`config.mk`:
```
export PLATFORM = sky130hd
export DESIGN_NAME = ysyx_22040759_ms
export DESIGN_NICKNAME = d
export VERILOG_FILES = /design/src/rtl/ysyx_22040759_ms_pkg.sv /design/src/rtl/ysyx_22040759_lsu_fmt.sv /design/src/rtl/ysyx_22040759_ms.sv
export SDC_FILE = /design/constraint.sdc
export NUM_CORES = 1
export LEC_CHECK = 0
export BUFFER_PORTS_ARGS = -buffer_cell sky130_fd_sc_hd__buf_4
export CELL_PAD_IN_SITES_DETAIL_PLACEMENT = 1
export CELL_PAD_IN_SITES_GLOBAL_PLACEMENT = 1
export CORE_AREA = 3 3 266 268
export DETAILED_ROUTE_END_ITERATION = 10
export DIE_AREA = 0 0 269 271
export PLACE_DENSITY_LB_ADDON = 0.1
export SLEW_MARGIN = 20
export SYNTH_ARGS = -nofsm -noshare
export SYNTH_HDL_FRONTEND = slang
export SYNTH_SLANG_ARGS = --single-unit
```
`constraint.sdc`:
```
create_clock -name clk -period 2.8 [get_ports clk]
set_input_delay 0.14 -clock clk [delete_from_list [all_inputs] [get_ports clk]]
set_output_delay 0.14 -clock clk [all_outputs]
set_load 0.01 [all_outputs]
```
`src/rtl/ysyx_22040759_ms_pkg.sv`:
```
// ----------------------------------------------------------------------------
// ysyx_22040759_ms_pkg
// Shared definitions for the memory-access (MS) stage:
//   - bus widths of es_to_ms_bus (237) and ms_to_ws_bus (232)
//   - packed bundle layouts, which fix every field offset, MSB first
//   - write-back source select codes and mem_size encodings
//   - MS FSM state codes
//   - size_mask(): byte-enable mask of an access size before alignment
// ----------------------------------------------------------------------------
package ysyx_22040759_ms_pkg;

  localparam int unsigned EsToMsBusW = 237;
  localparam int unsigned MsToWsBusW = 232;
  localparam int unsigned MsFwdBusW  = 70;

  // Write-back source select codes carried in wreg_sel.
  localparam logic [1:0] WregAlu = 2'd0;
  localparam logic [1:0] WregRam = 2'd1;
  localparam logic [1:0] WregPc  = 2'd2;

  // mem_size encodings.
  localparam logic [1:0] MemSizeB = 2'd0;
  localparam logic [1:0] MemSizeH = 2'd1;
  localparam logic [1:0] MemSizeW = 2'd2;
  localparam logic [1:0] MemSizeD = 2'd3;

  // EX -> MS bundle, [236:0].
  typedef struct packed {
    logic [31:0] inst;          // [236:205]
    logic        reg_wen;       // [204]
    logic [4:0]  rd;            // [203:199]
    logic [1:0]  wreg_sel;      // [198:197]
    logic        mem_re;        // [196]
    logic        mem_we;        // [195]
    logic [1:0]  mem_size;      // [194:193]
    logic        mem_unsigned;  // [192]
    logic [63:0] store_data;    // [191:128]
    logic [63:0] alu_result;    // [127:64]
    logic [63:0] pc;            // [63:0]
  } es_to_ms_t;

  // MS -> WB bundle, [231:0].
  typedef struct packed {
    logic [31:0] inst;          // [231:200]
    logic        reg_wen;       // [199]
    logic [4:0]  rd;            // [198:194]
    logic [1:0]  wreg_sel;      // [193:192]
    logic [63:0] ld_data;       // [191:128]
    logic [63:0] alu_result;    // [127:64]
    logic [63:0] pc;            // [63:0]
  } ms_to_ws_t;

  typedef enum logic [1:0] {
    StIdle = 2'd0,
    StReq  = 2'd1,
    StResp = 2'd2,
    StDone = 2'd3
  } ms_state_e;

  function automatic logic [7:0] size_mask(input logic [1:0] size);
    case (size)
      MemSizeB: size_mask = 8'h01;
      MemSizeH: size_mask = 8'h03;
      MemSizeW: size_mask = 8'h0f;
      default:  size_mask = 8'hff;
    endcase
  endfunction

endpackage

```
`src/rtl/ysyx_22040759_lsu_fmt.sv`:
```
// ----------------------------------------------------------------------------
// ysyx_22040759_lsu_fmt
// Purely combinational load/store data formatting for the MS stage.
// Ports:
//   i_addr_lo     byte offset within the doubleword (addr[2:0])
//   i_size        access size (B/H/W/D)
//   i_unsigned    1 = zero-extend loads, 0 = sign-extend (ignored for D)
//   i_store_data  raw store data, right-aligned
//   i_rdata       doubleword returned by the data bus
//   o_wdata       store data shifted to its byte lane
//   o_wstrb       byte enables shifted to the byte lane; lanes past 7 dropped
//   o_ld_data     load data shifted down, truncated and extended to 64 bits
// ----------------------------------------------------------------------------
module ysyx_22040759_lsu_fmt
  import ysyx_22040759_ms_pkg::*;
(
  input  logic [2:0]  i_addr_lo,
  input  logic [1:0]  i_size,
  input  logic        i_unsigned,
  input  logic [63:0] i_store_data,
  input  logic [63:0] i_rdata,
  output logic [63:0] o_wdata,
  output logic [7:0]  o_wstrb,
  output logic [63:0] o_ld_data
);

  logic [5:0]  w_bit_shift;
  logic [63:0] w_rshift;

  assign w_bit_shift = {i_addr_lo, 3'b000};
  assign o_wdata     = i_store_data << w_bit_shift;
  // 8-bit shift drops enables that would cross the doubleword.
  assign o_wstrb     = size_mask(i_size) << i_addr_lo;
  assign w_rshift    = i_rdata >> w_bit_shift;

  always_comb begin
    o_ld_data = w_rshift;
    case (i_size)
      MemSizeB: o_ld_data = {{56{~i_unsigned & w_rshift[7]}}, w_rshift[7:0]};
      MemSizeH: o_ld_data = {{48{~i_unsigned & w_rshift[15]}}, w_rshift[15:0]};
      MemSizeW: o_ld_data = {{32{~i_unsigned & w_rshift[31]}}, w_rshift[31:0]};
      default:  o_ld_data = w_rshift;
    endcase
  end

endmodule

```
`src/rtl/ysyx_22040759_ms.sv`:
```
// ----------------------------------------------------------------------------
// ysyx_22040759_ms
// Memory-access pipeline stage between EX and WB. Latches the EX bundle,
// runs at most one data-bus transaction per instruction and hands the
// result to WB over a valid/allowin handshake.
// Ports:
//   clk, rst                        clock, synchronous active-high reset
//   es_to_ms_valid/bus, ms_allowin  EX -> MS handshake and 237-bit bundle
//   ms_to_ws_valid/bus, ws_allowin  MS -> WB handshake and 232-bit bundle
//   data_req_*                      single-outstanding data-bus request
//   data_resp_valid/rdata           one-cycle response (load data or ack)
//   ms_fwd_bus, ms_fwd_stall        only with YSYX_22040759_MS_FWD_EN defined:
//                                   forwarding value and load-use stall to ID
// ----------------------------------------------------------------------------
module ysyx_22040759_ms
  import ysyx_22040759_ms_pkg::*;
(
  input  logic                  clk,
  input  logic                  rst,
  input  logic                  es_to_ms_valid,
  input  logic [EsToMsBusW-1:0] es_to_ms_bus,
  output logic                  ms_allowin,
  input  logic                  ws_allowin,
  output logic                  ms_to_ws_valid,
  output logic [MsToWsBusW-1:0] ms_to_ws_bus,
`ifdef YSYX_22040759_MS_FWD_EN
  output logic [MsFwdBusW-1:0]  ms_fwd_bus,
  output logic                  ms_fwd_stall,
`endif
  output logic                  data_req_valid,
  input  logic                  data_req_ready,
  output logic                  data_req_we,
  output logic [63:0]           data_req_addr,
  output logic [1:0]            data_req_size,
  output logic [63:0]           data_req_wdata,
  output logic [7:0]            data_req_wstrb,
  input  logic                  data_resp_valid,
  input  logic [63:0]           data_resp_rdata
);

  logic      r_ms_valid;
  es_to_ms_t r_bus;
  ms_state_e r_state;
  logic [63:0] r_ld_data;

  es_to_ms_t   w_es;
  ms_to_ws_t   w_ws;
  logic        w_mem_op;
  logic        w_es_mem_op;
  logic        w_ready_go;
  logic        w_accept;
  logic [63:0] w_fmt_wdata;
  logic [7:0]  w_fmt_wstrb;
  logic [63:0] w_fmt_ld;

  assign w_es        = es_to_ms_bus;
  assign w_mem_op    = r_bus.mem_re | r_bus.mem_we;
  assign w_es_mem_op = w_es.mem_re | w_es.mem_we;
  assign w_ready_go  = !w_mem_op || (r_state == StDone);
  assign ms_allowin  = !r_ms_valid || (w_ready_go && ws_allowin);
  assign w_accept    = es_to_ms_valid && ms_allowin;

  assign ms_to_ws_valid = r_ms_valid && w_ready_go;

  ysyx_22040759_lsu_fmt u_lsu_fmt (
    .i_addr_lo    (r_bus.alu_result[2:0]),
    .i_size       (r_bus.mem_size),
    .i_unsigned   (r_bus.mem_unsigned),
    .i_store_data (r_bus.store_data),
    .i_rdata      (data_resp_rdata),
    .o_wdata      (w_fmt_wdata),
    .o_wstrb      (w_fmt_wstrb),
    .o_ld_data    (w_fmt_ld)
  );

  // Request fields come straight from the bundle register, which cannot
  // change while a memory op is outstanding because ms_allowin is low.
  assign data_req_valid = (r_state == StReq);
  assign data_req_we    = r_bus.mem_we;
  assign data_req_addr  = r_bus.alu_result;
  assign data_req_size  = r_bus.mem_size;
  assign data_req_wdata = w_fmt_wdata;
  assign data_req_wstrb = r_bus.mem_we ? w_fmt_wstrb : 8'h00;

  always_ff @(posedge clk) begin
    if (rst) begin
      r_ms_valid <= 1'b0;
      r_bus      <= '0;
      r_state    <= StIdle;
      r_ld_data  <= '0;
    end else begin
      if (ms_allowin) begin
        r_ms_valid <= es_to_ms_valid;
      end
      if (w_accept) begin
        r_bus <= w_es;
      end
      unique case (r_state)
        // A memory op enters REQ on the same edge it is latched, so the
        // request is visible in the cycle right after acceptance.
        StIdle, StDone: begin
          if (ms_allowin) begin
            r_state <= (w_accept && w_es_mem_op) ? StReq : StIdle;
          end
        end
        StReq: begin
          if (data_req_ready) begin
            r_state <= StResp;
          end
        end
        StResp: begin
          if (data_resp_valid) begin
            if (r_bus.mem_re) begin
              r_ld_data <= w_fmt_ld;
            end
            r_state <= StDone;
          end
        end
      endcase
    end
  end

  always_comb begin
    w_ws            = '0;
    w_ws.inst       = r_bus.inst;
    w_ws.reg_wen    = r_bus.reg_wen;
    w_ws.rd         = r_bus.rd;
    w_ws.wreg_sel   = r_bus.wreg_sel;
    w_ws.ld_data    = r_bus.mem_re ? r_ld_data : 64'd0;
    w_ws.alu_result = r_bus.alu_result;
    w_ws.pc         = r_bus.pc;
  end

  assign ms_to_ws_bus = w_ws;

`ifdef YSYX_22040759_MS_FWD_EN
  assign ms_fwd_bus   = {r_ms_valid && r_bus.reg_wen, r_bus.rd,
                         r_bus.mem_re ? r_ld_data : r_bus.alu_result};
  assign ms_fwd_stall = r_ms_valid && r_bus.mem_re && (r_state != StDone);
`endif

endmodule

```
* After elaboration in Yosys (flattened, before gate mapping) *
Cells that the tools add are included.

storage, ports and cells
  register bits after elaboration = 304
  output and inout bits = 374

cells by class
  reduce and logical (&&, ||, !) cells = 13
  equal/unequal tests = 8
  shift operators = 3
  mux-type cells = 9
  bitwise operators = 6

operators by type and width
  cell                  number
  $pmux W64 S3          1
  $mux W64              1
  $shl A64 B6 Y64       1
  $shr A64 B6 Y64       1
  $pmux W8 S3           1
  $mux W8               1
  $shl A8 B3 Y8         1
  $eq A2 B2 Y1 const B  3
  $mux W2               3
  $pmux W2 S3           1
  $reduce_and A3 Y1     2
  $eq A2 B1 Y1 const B  2
  $logic_and A1 B1 Y1   4
  $logic_not A2 Y1      2
  $ne A2 B2 Y1 const B  2
  $and A1 B1 Y1         3
  $logic_not A1 Y1      2
  $logic_or A1 B1 Y1    2
  $ne A2 B1 Y1 const B  1
  $or A1 B1 Y1          2
  $reduce_or A2 Y1      1
  $mux W1               1
  $not A1 Y1            1

* Depth between registers and ports, before layout *
Gate-level depths: netlist (run 1).

  depth after elaboration = 10
  gate-level depth with buffers = 9

* Modules after synthesis *
From an unflattened synthesis (run 1), not the netlist that was laid out.

second synthesis, totals
  cells, all modules = 2249
  area, all modules = 17240.3 sq um

modules (own cells, without submodules)
  module                 area each (sq um)  cells an instance  times used  seq. area each (sq um)
  ysyx_22040759_ms       12842.3            1649               1           6085.8
  ysyx_22040759_lsu_fmt  4398.0             600                1           0.0

* Worst setup path after synthesis (run 1) *
Ideal clock, no wire load.

  kind = reg2out
  start point = register r_bus (netlist bit data_req_addr[1])
  end point = output port data_req_wdata[61]
  arrival time = 1840 ps
  cell stages (with the launch flop) = 10
  setup slack = 820 ps
  path through = dfxtp_1 -> buf_4 -> buf_4 -> buf_4 -> buf_2 -> buf_2 -> mux2i_1 -> nor2_1 -> a21oi_1 -> o21ai_0

on the way
  cells in the longest elaborated chain, start to end = 1

RTL lines
  item                    RTL line                     text
  from (decl)             ysyx_22040759_ms.sv:42       es_to_ms_t r_bus;
  from (signal assigned)  ysyx_22040759_ms.sv:96       r_bus <= w_es;
  $shl A64 B6 Y64         ysyx_22040759_lsu_fmt.sv:31  assign o_wdata = i_store_data << w_bit_shift;
  to (decl)               ysyx_22040759_ms.sv:35       output logic [63:0] data_req_wdata,

Every way passes these cells.

* Worst setup path after layout (run 1) *
  start point = register r_bus (netlist bit data_req_addr[1])
  end point = output port data_req_wdata[55]

Same word-level chain as after synthesis.

==> qor.log, run 1 <==
qor: worst_setup_path.worst_ep_required_time 2.66 ns
qor: sta.setup_tns 0 ns
qor: min_path.holdCritStartpoint data_resp_rdata[54]
qor: sta.fmaxAchievable 377 MHz
qor: floorplan.die-height 271 um
qor: cts.cts-buffers-inserted 42
qor: global_routing.global_route_wire_length_before_repair 118,000 um
qor: yosys.synthesis.area 16,800 um^2
qor: sta.rsz0062_at_grt false
qor: yosys.synth.yosys.seq_area_share 36.2%
qor: worst_setup_path.cp-start-kind register
qor: power.internal_power 9460 uW
qor: min_path.holdPathEnd r_ld_data[46]
qor: yosys.synth_compound_gate_area_share 17.1%
qor: flow_run.max_cap_violations 0
qor: cells_and_area.most_common_library_cell_in_the_layout_ignoring_fill_and_taps sky130_fd_sc_hd__buf_4
qor: yosys.synth.yosys.warnings 0
qor: sta.min_period 2.65 ns
qor: power.finalPower 13,500 uW
qor: yosys.synth.top_cell.area_share 36.2%
qor: cts.htree_levels 2
qor: placement.port_buffers 680
qor: yosys.ys_seq_elements 304
qor: yosys.synth_top_flop_cell sky130_fd_sc_hd__dfxtp_1
qor: placement.place.detailed.hpwl 59,500 um
qor: yosys.synth_area_leader_cell sky130_fd_sc_hd__dfxtp_1
qor: floorplan.fp.dieW 269 um
qor: power.worst_ir_drop_vdd 0.430 mV
qor: power.leakagePower 0.0105 uW
qor: worst_setup_path.crit_path_max_fanout 77
qor: cts.clk_root_buf sky130_fd_sc_hd__clkbuf_16
qor: yosys.number_of_synthesized_flops_with_an_enable_pin 0
qor: yosys.synth.area.mux_share 9.92%
qor: floorplan.design.core.area 68,600 um^2
qor: worst_setup_path.critical_path.cell_chain buf_12 -> mux2_2 -> o21ai_0 -> mux2i_1 -> buf_4
qor: routing.total_detailed_routing_wirelength 80,300 um
qor: routing.route.detailed.vias_per_inst 4.55
qor: yosys.number_of_unique_standard_cell_types_used_by_synthesis 47
qor: power.power.density_cell_area 540 nW/um^2
qor: cells_and_area.final_layout_size_suffix_gt1_share 31.2%
qor: global_routing.initial_antenna_violation_count 13
qor: yosys.synth_top_family_by_area simple AND/OR/NAND/NOR gates
qor: routing.drc 0
qor: yosys.synth_adder_area_share 0.223%
qor: cts.cts.path.max_buffers 3
qor: worst_setup_path.crit_path_top_delay_cell sky130_fd_sc_hd__mux2_2
qor: cts.clock_insertion_delay_worst_skew 0.57 ns
qor: floorplan.i_o_pin_cnt 681
qor: yosys.synth.avg_cell_area 7.70 um^2
qor: worst_setup_path.crit_path_max_incr_delay 0.41 ns
qor: run_status.run_status finished clean
qor: sta.max-slew-margin-rel 39.8%
qor: worst_setup_path.timing.critical_path.max_delay_family multiplexers
qor: yosys.post_synthesis_xor_xnor_area_fraction 0%
qor: sta.final.setup_skew 0.0193 ns
qor: global_routing.grt_usage 21.2%
qor: power.power_switching_share 30.1%
qor: worst_setup_path.setup.reg_to_reg.worst_slack 0.38 ns
qor: routing.ant_nets 0
qor: routing.drtPass1Iterations 4
qor: routing.route.vias.total 17,134
qor: min_path.min_path_type input port to register
qor: yosys.synthesis.nets 2,497
qor: global_routing.first_global_vias 18,467
qor: floorplan.dieArea 72,900 um^2
qor: yosys.yosys-top-cells-area sky130_fd_sc_hd__dfxtp_1 36%, sky130_fd_sc_hd__nand2_1 12%, sky130_fd_sc_hd__buf_4 11%
qor: worst_setup_path.worstReg2RegEnd r_ld_data[11]
qor: power.switching_power 4080 uW
qor: worst_setup_path.worstRegToRegCells 7
qor: cts.tritoncts_num_sinks 304
qor: worst_setup_path.timing_worst_setup_path_type register to output pin
qor: routing.wl_per_cell 21.3 um
qor: global_routing.grt_overflow_total 0
qor: worst_setup_path.reg2reg_from data_req_addr[1]
qor: placement.final_weighted_congestion_of_routability_driven_global_placement 0.849
qor: cts.path_clk_slew 0.06 ns
qor: cells_and_area.finish.net_count 3,107
qor: sta.slew_violations 0
qor: sta.final_min_period_over_clock_period 94.7%
qor: floorplan.num_rows 96
qor: yosys.synth-async-reset-ratio 0%
qor: yosys.synthSimpleGateAreaFrac 21.5%
qor: power.combinational_power_share 22.1%
qor: sta.finalHoldViolations 0
qor: worst_setup_path.critical_path_buf_inv_count 2
qor: power.p_clk_share 42.3%
qor: sta.finalSetupViolCount 0
qor: yosys.post_synth_inst_count 2,187
qor: cts.cts_setup_buffers 0
qor: global_routing.maximum_number_of_pins_on_one_net_before_global_route_repair 115
qor: power.seq_power_share 35.7%
qor: cells_and_area.mostFrequentLayoutCells 704 x sky130_fd_sc_hd__buf_4, 555 x sky130_fd_sc_hd__nand2_1, 299 x sky130_fd_sc_hd__dfxtp_1
qor: worst_setup_path.arrival 2.51 ns
qor: sta.worst_slew_pin_slew 0.901 ns
qor: cells_and_area.area_growth 48.9%
qor: floorplan.initial_core_utilization 24.5%
qor: cells_and_area.fill_cells 8,208
qor: cts.cts_tree built
qor: min_path.worstHoldPathCells 5
qor: routing.drtIter0Drc 793
qor: worst_setup_path.setup.worst_path.end_class output pin
## area by class of cell
type | instances | area, um^2 | area share [%]
repair buffers | 968 | 8070 | 32.2
inverters | 10 | 37.5 | 0.150
multi-input cells | 1471 | 8220 | 32.8
diodes | 8 | 20.0 | 0.0798
well taps | 931 | 1160 | 4.65
clock buffers | 56 | 1180 | 4.72
clock inverters | 19 | 277 | 1.10
flip-flops and latches | 304 | 6100 | 24.3
## worst register-to-register path: stages, from the launching register on
cell	delay, ns
sky130_fd_sc_hd__dfxtp_4	0.40
sky130_fd_sc_hd__buf_4	0.35
sky130_fd_sc_hd__buf_4	0.50
sky130_fd_sc_hd__mux2i_1	0.25
sky130_fd_sc_hd__mux4_2	0.50
sky130_fd_sc_hd__nor2_1	0.10
sky130_fd_sc_hd__nor3_1	0.05
sky130_fd_sc_hd__nor3_1	0.19
## layer usage
metal | vias to the layer above | global-route usage, % | routed length (um)
li1 | 8285 | - | -
met1 | 8216 | 25.5 | 33500
met2 | 497 | 36.4 | 38900
met3 | 128 | 5.52 | 5180
met4 | 8 | 7.17 | 2670
met5 | - | 0 | 49
## metrics by stage
| step | setup slack [ns] | instances | util, % | instance area [um^2] | hold slack [ns] |
|---|---|---|---|---|---|
| after floorplan | 0.820 | 2187 | - | 16800 | 0.261 |
| after global placement | 0.456 | 3435 | 30.8 | 21100 | 0.387 |
| after detailed placement | 0.387 | 3435 | 30.8 | 21100 | 0.397 |
| after CTS | 0.0845 | 3759 | 36.5 | 25000 | 0.000904 |
| after global routing | 0.0206 | 3762 | 36.5 | 25100 | 0.0487 |
| final | 0.149 | 3767 | 36.6 | 25100 | 0.0375 |
## cell usage after synthesis (2+ instances only)
cell type / n
sky130_fd_sc_hd__a211oi_1: 45
sky130_fd_sc_hd__a211oi_2: 31
sky130_fd_sc_hd__a21oi_1: 289
sky130_fd_sc_hd__a311oi_1: 6
sky130_fd_sc_hd__a311oi_2: 10
sky130_fd_sc_hd__and2_1: 73
sky130_fd_sc_hd__and3_1: 3
sky130_fd_sc_hd__buf_1: 12
sky130_fd_sc_hd__buf_2: 47
sky130_fd_sc_hd__buf_4: 242
sky130_fd_sc_hd__buf_6: 4
sky130_fd_sc_hd__clkbuf_1: 97
sky130_fd_sc_hd__dfxtp_1: 304
sky130_fd_sc_hd__ha_1: 3
sky130_fd_sc_hd__inv_1: 10
sky130_fd_sc_hd__mux2_2: 25
sky130_fd_sc_hd__mux2_4: 2
sky130_fd_sc_hd__mux2i_1: 120
sky130_fd_sc_hd__mux4_2: 7
sky130_fd_sc_hd__nand2_1: 555
sky130_fd_sc_hd__nand2b_1: 12
sky130_fd_sc_hd__nand3b_1: 6
sky130_fd_sc_hd__nor2_1: 134
sky130_fd_sc_hd__nor2b_1: 28
sky130_fd_sc_hd__nor3_1: 26
sky130_fd_sc_hd__nor3_2: 3
sky130_fd_sc_hd__nor4_4: 2
sky130_fd_sc_hd__o21ai_0: 40
sky130_fd_sc_hd__o21ai_1: 6
sky130_fd_sc_hd__o22a_1: 8
sky130_fd_sc_hd__o22ai_1: 20
sky130_fd_sc_hd__or2_1: 2
## flip-flops by register name (all words and copies together), names as in the netlist
| name | cells |
|---|---|
| data_req_addr | 64 |
| data_req_size | 2 |
| data_req_we | 1 |
| ms_to_ws_bus | 104 |
| r_bus | 66 |
| r_ld_data | 64 |
| r_ms_valid | 1 |
| r_state | 2 |
## kinds of logic (layout without fill, tap and decap cells)
| family | Yosys count | after routing |
|---|---|---|
| compound gates | 464 | 464 |
| fa+ha+maj | 3 | 3 |
| buf+inv | 412 | 1053 |
| flops | 304 | 304 |
| mux | 154 | 154 |
| other cells | 0 | 8 |
| simple gates | 850 | 850 |
## worst max path at each step
stage	from	depth (start not counted)	end	slack, ns
floorplan	data_req_addr[1]	9	data_req_wdata[61]	0.82
global placement	r_state[0]	8	data_req_addr[1]	0.46
detailed placement	data_req_addr[2]	6	r_ld_data[63]	0.39
CTS	data_req_size[1]	5	data_req_wstrb[7]	0.08
global route	data_req_addr[0]	5	data_req_wdata[39]	0.02
finish	data_req_addr[1]	5	data_req_wdata[55]	0.15
## power groups by stage
stage	clock network, uW	registers [uW]	logic (uW)
2_1_floorplan	0	4800	1640
6_report	5720	4830	2990
5_1_grt	6120	4860	3240
3_5_place_dp	0	4920	2700
4_1_cts	5930	4830	3020
3_3_place_gp	0	4900	2670
## what timing repair did
action,CTS,global route
hold endpoints to repair,248,0
gates resized for setup,1,3
gates cloned,0,0
endpoints found under the setup margin,5,3
hold buffers,249,0
No activity file was read; power rests on OpenSTA's default activity.
==> inputs of run 2 (changes only) <==
--- a/config.mk
+++ b/config.mk
@@ -7,10 +7,11 @@
 export LEC_CHECK = 0
 export BUFFER_PORTS_ARGS = -buffer_cell sky130_fd_sc_hd__buf_4
 export CELL_PAD_IN_SITES_DETAIL_PLACEMENT = 1
-export CELL_PAD_IN_SITES_GLOBAL_PLACEMENT = 1
-export CORE_AREA = 3 3 266 268
+export CELL_PAD_IN_SITES_GLOBAL_PLACEMENT = 2
+export CORE_ASPECT_RATIO = 0.9
+export CORE_MARGIN = 3
+export CORE_UTILIZATION = 26
 export DETAILED_ROUTE_END_ITERATION = 10
-export DIE_AREA = 0 0 269 271
 export PLACE_DENSITY_LB_ADDON = 0.1
 export SLEW_MARGIN = 20
 export SYNTH_ARGS = -nofsm -noshare
==> constraint.sdc (replaced) <==
create_clock -name clk -period 2.8 [get_ports clk]
set_input_delay 0.14 -clock clk [delete_from_list [all_inputs] [get_ports clk]]
set_output_delay 0.14 -clock clk [all_outputs]
set_load 0.1 [all_outputs]
==> run 2 against run 1 <==
Effect of this change: clock power decreased by 3%; flip-flop and latch count unchanged; critical path depth increased by 1; via count increased by 0.69%; final cell count decreased by 2.3%.
==> qor.log, run 2 (same netlist as run 1, synthesis figures left out) <==
qor: routing.drc 0 [unchanged]
qor: sta.rsz0062_at_grt false [unchanged]
qor: sta.setup_tns 0 ns [unchanged]
qor: sta.setup_ws 0.121 ns [was 0.149 ns]
qor: worst_setup_path.worst_ep_required_time 2.66 ns [about the same]
qor: global_routing.top_usage_layer met2 [unchanged]
qor: power.switching_power 6050 uW [was 4080 uW]
qor: min_path.min_path_type input port to register [unchanged]
qor: placement.place.detailed.hpwl 57,800 um [was 59,500 um]
qor: worst_setup_path.start_point_of_the_critical_path data_req_addr[1] [unchanged]
qor: global_routing.grt_use_met1 26.1% [was 25.5%]
qor: worst_setup_path.timing.critical_path.max_delay_family buffers and inverters [was multiplexers]
qor: sta.worst_slew_pin_slew 0.726 ns [was 0.901 ns]
qor: cts.htree_levels 2 [unchanged]
qor: routing.route.vias.total 17,253 [was 17,134]
qor: cells_and_area.final_layout_size_suffix_gt1_share 33.2% [was 31.2%]
qor: floorplan.num_rows 87 [was 96]
qor: flow_run.max_cap_violations 0 [unchanged]
qor: cts.cts.path.max_buffers 3 [unchanged]
qor: power.worst_ir_drop_vdd 0.397 mV [was 0.430 mV]
qor: floorplan.design.core.area 63,400 um^2 [was 68,600 um^2]
qor: routing.drtIter0Drc 691 [was 793]
qor: power.combinational_power_share 33.3% [was 22.1%]
qor: floorplan.fp.dieW 274 um [was 269 um]
qor: floorplan.dieArea 67,800 um^2 [was 72,900 um^2]
qor: sta.slew_violations 0 [unchanged]
qor: worst_setup_path.timing_worst_setup_path_type register to output pin [unchanged]
qor: routing.total_detailed_routing_wirelength 78,100 um [was 80,300 um]
qor: cts.path_clk_slew 0.06 ns [about the same]
qor: power.leakagePower 0.0106 uW [was 0.0105 uW]
qor: sta.min_period 2.68 ns [was 2.65 ns]
qor: sta.final.setup_skew 0.0204 ns [was 0.0193 ns]
qor: power.p_clk_share 35.7% [was 42.3%]
qor: global_routing.globalRouteMet2Util 38.8% [was 36.4%]
qor: cells_and_area.largest_register_ff_count 104 [unchanged]
qor: cts.clk_root_buf sky130_fd_sc_hd__clkbuf_16 [unchanged]
qor: power.internal_power 9500 uW [was 9460 uW]
qor: worst_setup_path.setup.worst_path.end_class output pin [unchanged]
qor: global_routing.grt_overflow_total 0 [unchanged]
qor: cts.cts_tree built [unchanged]
qor: global_routing.grt.met3_usage 5.55% [was 5.52%]
qor: cts.cts_setup_buffers 0 [unchanged]
qor: floorplan.i_o_pin_cnt 681 [unchanged]
qor: sta.max-slew-margin-rel 51.2% [was 39.8%]
qor: worst_setup_path.crit_path_max_incr_delay 0.43 ns [was 0.41 ns]
qor: worst_setup_path.crit_path_max_fanout 68 [was 77]
qor: worst_setup_path.cp-start-kind register [unchanged]
qor: worst_setup_path.critPathCapture data_req_wdata[54] [was data_req_wdata[55]]
qor: routing.ant_nets 0 [unchanged]
qor: sta.fmaxAchievable 373 MHz [was 377 MHz]
qor: worst_setup_path.worstSetupPathDepth 6 [was 5]
qor: worst_setup_path.worstReg2RegEnd r_ld_data[63] [was r_ld_data[11]]
qor: worst_setup_path.crit_path_top_delay_cell sky130_fd_sc_hd__dfxtp_4 [was sky130_fd_sc_hd__mux2_2]
qor: power.power_switching_share 38.9% [was 30.1%]
qor: worst_setup_path.reg2reg_from data_req_addr[2] [was data_req_addr[1]]
qor: worst_setup_path.setup.reg_to_reg.worst_slack 0.50 ns [was 0.38 ns]
qor: worst_setup_path.worstRegToRegCells 6 [was 7]
qor: routing.wl_per_cell 21.2 um [was 21.3 um]
qor: cells_and_area.area_growth 50.3% [was 48.9%]
qor: global_routing.global_route_wire_length_before_repair 114,000 um [was 118,000 um]
qor: global_routing.first_global_vias 18,075 [was 18,467]
qor: cells_and_area.most_common_library_cell_in_the_layout_ignoring_fill_and_taps sky130_fd_sc_hd__buf_4 [unchanged]
qor: run_status.run_status finished clean [unchanged]
qor: placement.final_weighted_congestion_of_routability_driven_global_placement 0.841 [was 0.849]
qor: worst_setup_path.critical_path.cell_chain buf_16 -> mux2i_1 -> o21ai_0 -> nand2_1 -> o21ai_2 -> buf_4 [was buf_12 -> mux2_2 -> o21ai_0 -> mux2i_1 -> buf_4]
qor: global_routing.grt_usage 22.0% [was 21.2%]
qor: floorplan.initial_core_utilization 26.6% [was 24.5%]
qor: power.finalPower 15,600 uW [was 13,500 uW]
qor: cts.clock_insertion_delay_worst_skew 0.56 ns [was 0.57 ns]
qor: sta.finalHoldViolations 0 [unchanged]
qor: routing.drtPass1Iterations 4 [unchanged]
qor: placement.post-place-ws 0.393 ns [was 0.387 ns]
qor: cts.tritoncts_num_sinks 304 [unchanged]
qor: placement.port_buffers 680 [unchanged]
qor: global_routing.initial_antenna_violation_count 14 [was 13]
qor: sta.finalSetupViolCount 0 [unchanged]
qor: worst_setup_path.arrival 2.54 ns [was 2.51 ns]
qor: cts.cts-buffers-inserted 40 [was 42]
qor: power.seq_power_share 31.0% [was 35.7%]
qor: power.power.density_cell_area 615 nW/um^2 [was 540 nW/um^2]
qor: cells_and_area.finish.utilization 39.9% [was 36.6%]
qor: cells_and_area.finish.net_count 3,111 [was 3,107]
qor: floorplan.die-height 247 um [was 271 um]
qor: routing.route.detailed.vias_per_inst 4.69 [was 4.55]
qor: cells_and_area.mostFrequentLayoutCells 708 x sky130_fd_sc_hd__buf_4, 555 x sky130_fd_sc_hd__nand2_1, 299 x sky130_fd_sc_hd__dfxtp_1 [was 704 x sky130_fd_sc_hd__buf_4, 555 x sky130_fd_sc_hd__nand2_1, 299 x sky130_fd_sc_hd__dfxtp_1]
qor: global_routing.maximum_number_of_pins_on_one_net_before_global_route_repair 111 [was 115]
qor: sta.final_min_period_over_clock_period 95.7% [was 94.7%]
qor: worst_setup_path.critical_path_buf_inv_count 2 [unchanged]
==> run 2: cell count changes in the layout (fill, tap and decap cells not counted), sizes merged <==
| cell | delta |
|---|---|
| diode | -1 |
| dlygate4sd3 | -3 |
| clkbuf | +1 |
| clkinvlp | -3 |
| inv | -2 |
| buf | +9 |
==> run 2: metrics by stage <==
| stage | cells | hold slack, ns | area [um^2] |
|---|---|---|---|
| after floorplan | 2187 | 0.261 | 17100 |
| after global placement | 3358 | 0.385 | 21400 |
| after detailed placement | 3358 | 0.393 | 21400 |
| after CTS | 3675 | 0.00544 | 25300 |
| after global routing | 3680 | 0.0382 | 25300 |
| final | 3682 | 0.0407 | 25300 |
==> run 2: worst register-to-register path, delay by kind of cell (launching register included) <==
family / cells / cell delay [ns]
flops: 1 / 0.47
simple gates: 1 / 0.32
buf+inv: 2 / 0.73
compound gates: 3 / 0.62
==> run 2: power by group through the flow <==
stage               clock network (uW)  logic [uW]  registers (uW)
finish                            5550        5180            4820
global route                      5910        5450            4860
CTS                               5740        5220            4820
detailed placement                   0        4900            4910
global placement                     0        4870            4900
floorplan                            0        3830            4810
==> run 2: layer usage <==
layer,part of all wire [%],routed length (um),up-vias
met5,0.14,110,-
met4,2.9,2280,16
li1,-,-,8288
met1,40,31600,8417
met2,50,39300,415
met3,6.2,4830,117
==> run 2: cell type report <==
class	instances	area [um^2]
well taps	845	1060
diodes	7	17.5
fillers	7560	38000
clock inverters	14	210
clock buffers	57	1200
repair buffers	974	8170
flip-flops and latches	304	6100
multi-input cells	1471	8510
inverters	10	37.5
==> run 2: worst min-delay path by stage <==
| stage | start | endpoint | slack (ns) | depth (start not counted) |
|---|---|---|---|---|
| floorplan | es_to_ms_valid | r_ms_valid | 0.26 | 2 |
| global placement | es_to_ms_bus[113] | data_req_addr[49] | 0.39 | 3 |
| detailed placement | es_to_ms_bus[66] | data_req_addr[2] | 0.39 | 3 |
| CTS | data_resp_rdata[51] | r_ld_data[43] | 0.005 | 5 |
| global route | ws_allowin | r_ms_valid | 0.04 | 5 |
| finish | data_resp_rdata[51] | r_ld_data[43] | 0.04 | 5 |
==> run 2: timing repair <==
item	in CTS	in global routing
hold buffers	246	0
resized for setup	0	5
endpoints found under the setup margin	0	8
endpoints found under the hold margin	246	0
==> inputs of run 3 (changes only) <==
--- a/config.mk
+++ b/config.mk
@@ -13,6 +13,7 @@
 export CORE_UTILIZATION = 26
 export DETAILED_ROUTE_END_ITERATION = 10
 export PLACE_DENSITY_LB_ADDON = 0.1
+export RECOVER_POWER = 100
 export SLEW_MARGIN = 20
 export SYNTH_ARGS = -nofsm -noshare
 export SYNTH_HDL_FRONTEND = slang
==> run 3 against run 2 <==
Effect of this change: fmax is 0.51% lower; die area unchanged; power is 1.5% lower; design area down 4.1%; highest routed layer unchanged; critical path depth decreased by 1; combinational power shrank 4.2%.
==> qor.log, run 3 (same netlist as run 1, synthesis figures left out) <==
qor: run_status.run_status finished clean [unchanged]
qor: sta.finalHoldViolations 0 [unchanged]
qor: sta.rsz0062_at_grt false [unchanged]
qor: routing.drc 0 [unchanged]
qor: worst_setup_path.worst_ep_required_time 2.66 ns [about the same]
qor: global_routing.grt_usage 22.0% [unchanged]
qor: worst_setup_path.worstReg2RegEnd r_bus[147] [was r_ld_data[63]]
qor: cells_and_area.final_area 24,300 um^2 [was 25,300 um^2]
qor: min_path.holdPathEnd r_ld_data[43] [unchanged]
qor: sta.final.setup_skew 0.0203 ns [was 0.0204 ns]
qor: placement.post-place-ws 0.393 ns [unchanged]
qor: cells_and_area.final_layout_size_suffix_gt1_share 24.5% [was 33.2%]
qor: cells_and_area.mostFrequentLayoutCells 555 x sky130_fd_sc_hd__nand2_1, 350 x sky130_fd_sc_hd__buf_4, 300 x sky130_fd_sc_hd__dfxtp_1 [was 708 x sky130_fd_sc_hd__buf_4, 555 x sky130_fd_sc_hd__nand2_1, 299 x sky130_fd_sc_hd__dfxtp_1]
qor: worst_setup_path.cp-start-kind register [unchanged]
qor: cts.cts_tree built [unchanged]
qor: power.power.density_cell_area 631 nW/um^2 [was 615 nW/um^2]
qor: sta.fmaxAchievable 371 MHz [was 373 MHz]
qor: cells_and_area.area_growth 44.1% [was 50.3%]
qor: min_path.holdCritStartpoint data_resp_rdata[51] [unchanged]
qor: sta.worst_slew_pin_slew 1.31 ns [was 0.726 ns]
qor: sta.finalHoldWorstSlack 0.0484 ns [was 0.0407 ns]
qor: floorplan.num_rows 87 [unchanged]
qor: min_path.min_path_type input port to register [unchanged]
qor: routing.route.vias.total 17,191 [was 17,253]
qor: cts.tritoncts_num_sinks 304 [unchanged]
qor: sta.setup_tns 0 ns [unchanged]
qor: worst_setup_path.critical_path_buf_inv_count 2 [unchanged]
qor: floorplan.i_o_pin_cnt 681 [unchanged]
qor: global_routing.initial_antenna_violation_count 14 [unchanged]
qor: cells_and_area.most_common_library_cell_in_the_layout_ignoring_fill_and_taps sky130_fd_sc_hd__nand2_1 [was sky130_fd_sc_hd__buf_4]
qor: worst_setup_path.arrival 2.55 ns [was 2.54 ns]
qor: routing.total_detailed_routing_wirelength 77,900 um [was 78,100 um]
qor: worst_setup_path.crit_path_top_delay_cell sky130_fd_sc_hd__mux2i_1 [was sky130_fd_sc_hd__dfxtp_4]
qor: global_routing.grt_overflow_total 0 [unchanged]
qor: min_path.worstHoldPathCells 5 [unchanged]
qor: worst_setup_path.crit_path_max_incr_delay 0.44 ns [was 0.43 ns]
qor: worst_setup_path.crit_path_max_fanout 68 [unchanged]
qor: sta.slew_violations 0 [unchanged]
qor: cts.clk_root_buf sky130_fd_sc_hd__clkbuf_16 [unchanged]
qor: cells_and_area.largest_register_ff_count 104 [unchanged]
qor: cts.cts.path.max_buffers 3 [unchanged]
qor: sta.finalSetupViolCount 0 [unchanged]
qor: routing.wl_per_cell 21.1 um [was 21.2 um]
qor: placement.place.detailed.hpwl 57,800 um [unchanged]
qor: placement.final_weighted_congestion_of_routability_driven_global_placement 0.841 [unchanged]
qor: worst_setup_path.critical_path.cell_chain buf_16 -> mux2i_1 -> o21ai_0 -> nor2b_2 -> clkbuf_4 [was buf_16 -> mux2i_1 -> o21ai_0 -> nand2_1 -> o21ai_2 -> buf_4]
qor: global_routing.global_route_wire_length_before_repair 114,000 um [unchanged]
qor: worst_setup_path.worstRegToRegCells 8 [was 6]
qor: worst_setup_path.setup.worst_path.end_class output pin [unchanged]
qor: routing.ant_nets 0 [unchanged]
qor: floorplan.die-height 247 um [unchanged]
qor: routing.drtPass1Iterations 5 [was 4]
qor: sta.min_period 2.69 ns [was 2.68 ns]
qor: sta.setup_ws 0.107 ns [was 0.121 ns]
qor: global_routing.first_global_vias 18,075 [unchanged]
qor: cells_and_area.finish.net_count 3,111 [unchanged]
qor: sta.final_min_period_over_clock_period 96.2% [was 95.7%]
qor: routing.route.detailed.vias_per_inst 4.67 [was 4.69]
qor: cts.cts_setup_buffers 0 [unchanged]
qor: power.worst_ir_drop_vdd 0.399 mV [was 0.397 mV]
qor: floorplan.design.core.area 63,400 um^2 [unchanged]
qor: worst_setup_path.setup.reg_to_reg.worst_slack 0.21 ns [was 0.50 ns]
qor: placement.detailed_place.area 21,400 um^2 [unchanged]
qor: routing.drtIter0Drc 724 [was 691]
qor: placement.port_buffers 680 [unchanged]
qor: power.leakagePower 0.00951 uW [was 0.0106 uW]
qor: sta.max-slew-margin-rel 12.8% [was 51.2%]
qor: flow_run.max_cap_violations 0 [unchanged]
qor: cts.clock_insertion_delay_worst_skew 0.56 ns [about the same]
qor: cts.cts-buffers-inserted 40 [unchanged]
qor: cts.htree_levels 2 [unchanged]
qor: floorplan.initial_core_utilization 26.6% [unchanged]
qor: worst_setup_path.reg2reg_from r_state[0] [was data_req_addr[2]]
qor: global_routing.maximum_number_of_pins_on_one_net_before_global_route_repair 111 [unchanged]
qor: floorplan.fp.dieW 274 um [unchanged]
qor: cts.path_clk_slew 0.06 ns [about the same]
qor: floorplan.dieArea 67,800 um^2 [unchanged]
qor: worst_setup_path.timing.critical_path.max_delay_family buffers and inverters [unchanged]
qor: worst_setup_path.start_point_of_the_critical_path data_req_addr[1] [unchanged]
qor: worst_setup_path.timing_worst_setup_path_type register to output pin [unchanged]
qor: cells_and_area.finish.utilization 38.3% [was 39.9%]
run 3: cell types whose count changed in the layout (fill, tap and decap cells not counted), moves of 5 or more:
cell	previous run	this run
sky130_fd_sc_hd__clkbuf_4	0	101
sky130_fd_sc_hd__buf_2	0	5
sky130_fd_sc_hd__clkbuf_1	6	238
sky130_fd_sc_hd__buf_4	708	350
sky130_fd_sc_hd__a211oi_2	33	19
sky130_fd_sc_hd__clkbuf_2	0	20
sky130_fd_sc_hd__a211oi_1	37	51
run 3: what timing repair did:
action,4_1_cts,5_1_grt
hold endpoints to repair,246,0
endpoints found under the setup margin,0,8
hold buffers,246,0
resized for setup,0,5
run 3: worst max-delay path by stage:
stage,end,slack (ns),cells after the start
5_1_grt,data_req_wdata[50],0.004,6
3_5_place_dp,r_ld_data[62],0.39,7
6_report,data_req_wdata[22],0.11,5
2_1_floorplan,data_req_wdata[48],-0.46,6
3_3_place_gp,r_ld_data[62],0.42,7
4_1_cts,data_req_wstrb[1],0.04,3
run 3: worst reg2reg max path: stages (launching register included):
cell and delay [ns]:
sky130_fd_sc_hd__dfxtp_1 0.34, sky130_fd_sc_hd__ha_1 0.19, sky130_fd_sc_hd__o21bai_1 0.17, sky130_fd_sc_hd__a21boi_0 0.18
sky130_fd_sc_hd__clkbuf_1 0.36, sky130_fd_sc_hd__nand2b_4 0.52, sky130_fd_sc_hd__buf_2 0.46, sky130_fd_sc_hd__nand2_1 0.13
sky130_fd_sc_hd__a21oi_1 0.17
run 3: cell type report:
class | instances | area [um^2]
clock inverter | 14 | 210
antenna | 7 | 17.5
clock buffer | 57 | 1200
tap | 845 | 1060
sequential | 304 | 6100
timing repair buffer | 974 | 7200
inverter | 10 | 37.5
multi-input combinational | 1471 | 8440
fill | 7720 | 39100
run 3: metrics by stage:
step	total power, uW	instances
after floorplan	8640	2187
after global placement	9770	3358
after detailed placement	9820	3358
after CTS	15800	3675
after global routing	16000	3680
final	15300	3682
run 3: power breakdown:
group	total [uW]	switching (uW)	internal, uW
registers	4810	229	4580
logic	4960	3690	1270
clock network	5540	2100	3430
run 3: per-layer routing:
metal | up-vias | wire [um] | global-route usage (%) | share of wire, %
met5 | - | 110 | 0 | 0.14
met4 | 16 | 2240 | 7.01 | 2.9
met3 | 116 | 4650 | 5.55 | 6.0
met2 | 402 | 39200 | 38.8 | 50
met1 | 8364 | 31600 | 26.1 | 41
li1 | 8293 | - | - | -
